`src/rtl/rf_pkg.sv`:
```
// Shared widths and index/word types for the multi-port register file.
package rf_pkg;

  localparam int unsigned DATA_W_DEF = 32;
  localparam int unsigned ADDR_W_DEF = 4;

  typedef logic [ADDR_W_DEF-1:0] reg_idx_t;
  typedef logic [DATA_W_DEF-1:0] word_t;

endpackage

```
`src/rtl/rf_read_bypass.sv`:
```
// One read port: same-cycle write-back bypass (wb1 over wb0 over storage)
// and the busy flag for the addressed register.
module rf_read_bypass #(
  parameter int unsigned DATA_W = 32,
  parameter int unsigned ADDR_W = 4
) (
  input  logic [ADDR_W-1:0] i_rd_addr,
  input  logic [DATA_W-1:0] i_word,
  input  logic              i_busy,
  input  logic              i_wb0_en,
  input  logic [ADDR_W-1:0] i_wb0_addr,
  input  logic [DATA_W-1:0] i_wb0_data,
  input  logic              i_wb1_en,
  input  logic [ADDR_W-1:0] i_wb1_addr,
  input  logic [DATA_W-1:0] i_wb1_data,
  output logic [DATA_W-1:0] o_rd_data,
  output logic              o_rd_busy
);

  logic w_hit0;
  logic w_hit1;

  assign w_hit0 = i_wb0_en && (i_wb0_addr == i_rd_addr);
  assign w_hit1 = i_wb1_en && (i_wb1_addr == i_rd_addr);

  always_comb begin
    if (w_hit1)      o_rd_data = i_wb1_data;
    else if (w_hit0) o_rd_data = i_wb0_data;
    else             o_rd_data = i_word;
  end

  // A write-back landing this cycle resolves the pending producer for the reader.
  assign o_rd_busy = i_busy && !(w_hit0 || w_hit1);

endmodule

```
`src/rtl/register_file_mp.sv`:
```
// Multi-port register file: NUM_RD bypassed read ports, two prioritised
// write-back ports and a per-register busy scoreboard for the hazard unit.
module register_file_mp
  import rf_pkg::*;
#(
  parameter int unsigned DATA_W = DATA_W_DEF,
  parameter int unsigned ADDR_W = ADDR_W_DEF,
  parameter int unsigned NUM_RD = 2
) (
  input  logic                     clk,
  input  logic                     rst,
  input  logic [NUM_RD*ADDR_W-1:0] rd_addr,
  output logic [NUM_RD*DATA_W-1:0] rd_data,
  output logic [NUM_RD-1:0]        rd_busy,
  input  logic                     wb0_en,
  input  logic [ADDR_W-1:0]        wb0_addr,
  input  logic [DATA_W-1:0]        wb0_data,
  input  logic                     wb1_en,
  input  logic [ADDR_W-1:0]        wb1_addr,
  input  logic [DATA_W-1:0]        wb1_data,
  input  logic                     issue_en,
  input  logic [ADDR_W-1:0]        issue_addr,
  input  logic                     flush
);

  localparam int unsigned DEPTH = 1 << ADDR_W;

  if (NUM_RD < 1 || NUM_RD > 4) begin : g_bad_num_rd
    $error("register_file_mp: NUM_RD must be in 1..4");
  end
  if (DATA_W < ADDR_W) begin : g_bad_data_w
    $error("register_file_mp: DATA_W < ADDR_W truncates reset values");
  end

  logic [DATA_W-1:0] r_data [DEPTH];
  logic [DEPTH-1:0]  r_busy;
  logic [DEPTH-1:0]  w_busy_next;

  // wb1 is written last so it overrides wb0 on an address collision.
  always_ff @(posedge clk or posedge rst) begin
    if (rst) begin
      for (int unsigned i = 0; i < DEPTH; i++) r_data[i] <= DATA_W'(i);
    end else begin
      if (wb0_en) r_data[wb0_addr] <= wb0_data;
      if (wb1_en) r_data[wb1_addr] <= wb1_data;
    end
  end

  always_comb begin
    w_busy_next = r_busy;
    for (int unsigned r = 0; r < DEPTH; r++) begin
      if (flush)
        w_busy_next[r] = 1'b0;
      else if (issue_en && issue_addr == ADDR_W'(r))
        w_busy_next[r] = 1'b1;
      else if ((wb0_en && wb0_addr == ADDR_W'(r)) || (wb1_en && wb1_addr == ADDR_W'(r)))
        w_busy_next[r] = 1'b0;
    end
  end

  always_ff @(posedge clk or posedge rst) begin
    if (rst) r_busy <= '0;
    else     r_busy <= w_busy_next;
  end

  for (genvar k = 0; k < NUM_RD; k++) begin : g_rd
    logic [ADDR_W-1:0] w_addr;
    assign w_addr = rd_addr[k*ADDR_W +: ADDR_W];

    rf_read_bypass #(
      .DATA_W (DATA_W),
      .ADDR_W (ADDR_W)
    ) u_rd (
      .i_rd_addr  (w_addr),
      .i_word     (r_data[w_addr]),
      .i_busy     (r_busy[w_addr]),
      .i_wb0_en   (wb0_en),
      .i_wb0_addr (wb0_addr),
      .i_wb0_data (wb0_data),
      .i_wb1_en   (wb1_en),
      .i_wb1_addr (wb1_addr),
      .i_wb1_data (wb1_data),
      .o_rd_data  (rd_data[k*DATA_W +: DATA_W]),
      .o_rd_busy  (rd_busy[k])
    );
  end

endmodule

```
`config.mk`:
```
export PLATFORM = sky130hd
export DESIGN_NAME = register_file_mp
export DESIGN_NICKNAME = d
export VERILOG_FILES = /design/src/rtl/rf_pkg.sv /design/src/rtl/rf_read_bypass.sv /design/src/rtl/register_file_mp.sv
export SDC_FILE = /design/constraint.sdc
export NUM_CORES = 2
export LEC_CHECK = 0
export ABC_AREA = 0
export BUFFER_PORTS_ARGS = -buffer_cell sky130_fd_sc_hd__buf_4
export CORE_AREA = 2 2 204 306
export DETAILED_ROUTE_END_ITERATION = 7
export DIE_AREA = 0 0 206 308
export HOLD_SLACK_MARGIN = 0.02
export MAX_ROUTING_LAYER = met4
export PLACE_DENSITY = 0.88
export REMOVE_ABC_BUFFERS = 1
export SYNTH_ARGS = -nofsm -noshare
export SYNTH_HDL_FRONTEND = slang
export SYNTH_SLANG_ARGS = --single-unit
```
`constraint.sdc`:
```
create_clock -name clk -period 20.6 [get_ports clk]
set_input_delay 5.15 -clock clk [delete_from_list [all_inputs] [get_ports clk]]
set_output_delay 5.15 -clock clk [all_outputs]
set_load 0.1 [all_outputs]
```
==> impl_metrics.toml <==
[outcome]
status = "finished, final reports clean"

[place]
portBuffers = 155
dp.final_hpwl_mm = 64.71
place_congestion = 0.8738

[sta]
setup_viol = 0
finalSetupTns_ps = 0
slew_headroom_pct = 10.12
drv_slew = 0
timing.fmax_mhz = 71.51
fin_crit_ps = 13980
finalHoldViolCount = 0
fin_crit_sh_pct = 67.88
rsz0062_at_grt = "no"
whs_ps = 563.3
tightest_slew_ps = 1345
finClkSkew_ps = 0

[cts]
clock_latency_ps = 570
cts-resized-gates = 0
cts_max_level = 2
clk_path_buf_depth = 3
ctsRootBufferMaster = "clkbuf_16"
cts_buffers = 48
cts_setup_buffers = 0
clkTransAtPathRegs_ps = 60
clkSinkCount = 528
hold_buffers = 0
cts_tree = "yes"

[setup_path]
crit_fanout = 58
reg2regPathDepth = 2
r2r_slack_ps = 19690
startpoint = "rd_addr[3]"
worstReg2RegStart = "r_data[440]"
timing.rr.end = "r_data[440]"
required_ps = 15450
cp-endpoint = "rd_data[5]"
worstSetupEndpointType = "primary output"
criticalPathCategory = "in2out"
startpoint_type = "input port"
worst_ep_arrival_time_ps = 8830

[final_layout]
layout.nets = 3281
drive_gt1_share_pct = 21.65
area_growth_pct = 7.731
fillers = 4540

[die]
std_cell_rows = 111
ios = 156
start_util_pct = 56.59
die_area_um2 = 63450
dieHeight_um = 308
die_w_um = 206
core_area_um2 = 60830

[power_and_ir_drop]
leakage_nw = 15.43
vdd_drop_max_mv = 0.06536
p_total_mw = 3.721
p_per_area_nw_per_um2 = 100.3

[yosys]
async_flop_share_pct = 100.0
ys_warn_count = 0
synth_edf_count = 0
syn_avg_cell_area_um2 = 10.24
yosys.area.top_type = "dfrtp_1"
synthDistinctLibCells = 38
synthCells = 3361
synth_seq_cells = 528
yosysSeqAreaShare_pct = 38.50
yosys.area.top_type_share_pct = 36.06
syn_area_um2 = 34420
synth_ff_type = "dfrtp_1"
synth_area_leaders = "dfrtp_1, mux2i_1, mux4_2, o21ai_0, nand2_1"

[global_routing]
grt_usage_pct = 38.05
grt_max_degree = 140
antenna_found_initial = 1
grt-ovfl-total = 0
grt_pass1_wl_mm = 177.2
first_global_vias = 30665

[routing]
dr_total_vias = 29606
ant_nets = 0
drt_first_iter_violations = 4549
totalWireLength_mm = 117.1
drcViolationCount = 0
drt-wirelength-per-cell_um = 29.12
drt_pre_antenna_iters = 7
viasPerCell = 7.363

[job]
maxCapViolCount = 0

[worst_hold_path]
hold_path.class = "reg2reg"
how the worst min path moves through the flow:
stage                 from     endpoint  slack (ps)  cells after the start
2_1_floorplan   r_busy[13]   r_busy[13]         500                      2
3_3_place_gp     r_busy[7]    r_busy[7]         520                      2
3_5_place_dp    r_busy[12]   r_busy[12]         550                      2
4_1_cts         r_busy[11]   r_busy[11]         560                      2
5_1_grt        r_data[192]  r_data[192]         590                      2
6_report        r_busy[12]   r_busy[12]         560                      2
flip-flops by register name, summed over array words and instances, names as in the netlist:
register and count:
r_busy 16, r_data 512
report_power, final:
| part | leakage (nW) | switching [mW] | internal, mW |
|---|---|---|---|
| registers | 6.30 | 0.218 | 1.31 |
| clock network | 0.865 | 0.421 | 0.591 |
| logic | 8.27 | 0.676 | 0.509 |
| total | 15.4 | 1.31 | 2.41 |
layout by cell type, fill, tap and decap left out, types with 5 or more instances in the layout:
| cell type | Yosys | final |
|---|---|---|
| a221oi_1 | 64 | 64 |
| nand4_1 | 64 | 64 |
| nor3_1 | 11 | 5 |
| bufinv_16 | 0 | 8 |
| clkbuf_8 | 0 | 17 |
| a32oi_1 | 6 | 6 |
| or3_2 | 0 | 6 |
| o21ai_1 | 42 | 42 |
| dfstp_2 | 32 | 32 |
| mux2_2 | 64 | 64 |
| buf_4 | 17 | 210 |
| dfrtp_1 | 496 | 496 |
| o21ai_0 | 310 | 310 |
| clkinv_2 | 0 | 6 |
| mux2i_1 | 640 | 640 |
| a21oi_1 | 227 | 227 |
| nor2_1 | 258 | 257 |
| o221a_2 | 62 | 62 |
| nor2b_1 | 8 | 6 |
| a22oi_1 | 7 | 7 |
| nand2_1 | 363 | 359 |
| xor2_1 | 12 | 12 |
| clkbuf_1 | 243 | 7 |
| nor2_4 | 0 | 10 |
| mux4_2 | 202 | 202 |
| nor3_2 | 0 | 6 |
| nand2b_1 | 7 | 5 |
| clkbuf_16 | 0 | 49 |
per-stage QoR:
stage / setup slack (ps) / instances / util, % / instance area, um^2
2_1_floorplan: 749.5 / 2926 / - / 32510
3_5_place_dp: 6764 / 3932 / 58.08 / 35330
3_3_place_gp: 6787 / 3932 / 58.08 / 35330
4_1_cts: 6738 / 4020 / 60.96 / 37080
6_report: 6617 / 4021 / 60.97 / 37090
5_1_grt: 6554 / 4021 / 60.97 / 37090
worst max-delay path: stages:
cell	delay [ps]
clkbuf_8	480
buf_4	880
buf_4	830
mux4_2	410
mux2_2	270
nand2_1	70
nand4_1	160
o221a_2	210
buf_4	230
synthesized netlist by cell type (42+ instances only):
master and count:
nor2_1 258, o221a_2 62, buf_2 117, a21oi_1 227, o21ai_1 42, mux2_2 64
nand2_1 363, mux4_2 202, clkbuf_1 243, buf_1 48, a221oi_1 64, mux2i_1 640
nand4_1 64, o21ai_0 310, dfrtp_1 496
cell type report:
cell class | count | area, um^2 | share of cell area (%)
multi-input combinational | 2393 | 19410 | 52.35
timing repair buffer | 215 | 1647 | 4.440
clock buffer | 71 | 1459 | 3.934
inverter | 5 | 26.28 | 0.07085
sequential | 528 | 13250 | 35.74
clock inverter | 17 | 295.3 | 0.7962
tap | 791 | 989.7 | 2.669
antenna | 1 | 2.502 | 0.006748
routing by layer:
| layer | track usage (%) | vias to the layer above | share of wire [%] |
|---|---|---|---|
| li1 | - | 11927 | - |
| met1 | 43.83 | 14219 | 33 |
| met2 | 55.42 | 2563 | 44 |
| met3 | 10.25 | 897 | 13 |
| met4 | 31.33 | 0 | 9.9 |
| met5 | - | - | 0 |
kinds of logic (layout without fill, tap and decap cells):
family                 after synthesis  after routing  synth area share (%)
AO/OA/AOI/OAI                      721            721                 12.47
XOR/XNOR                            16             16                0.4071
buffers and inverters              440            308                 5.626
flip-flops                         528            528                 38.50
multiplexers                       906            906                 33.92
other                                0              1                     0
AND/OR/NAND/NOR                    750            750                 9.079
(Power assumes the default switching activity.)
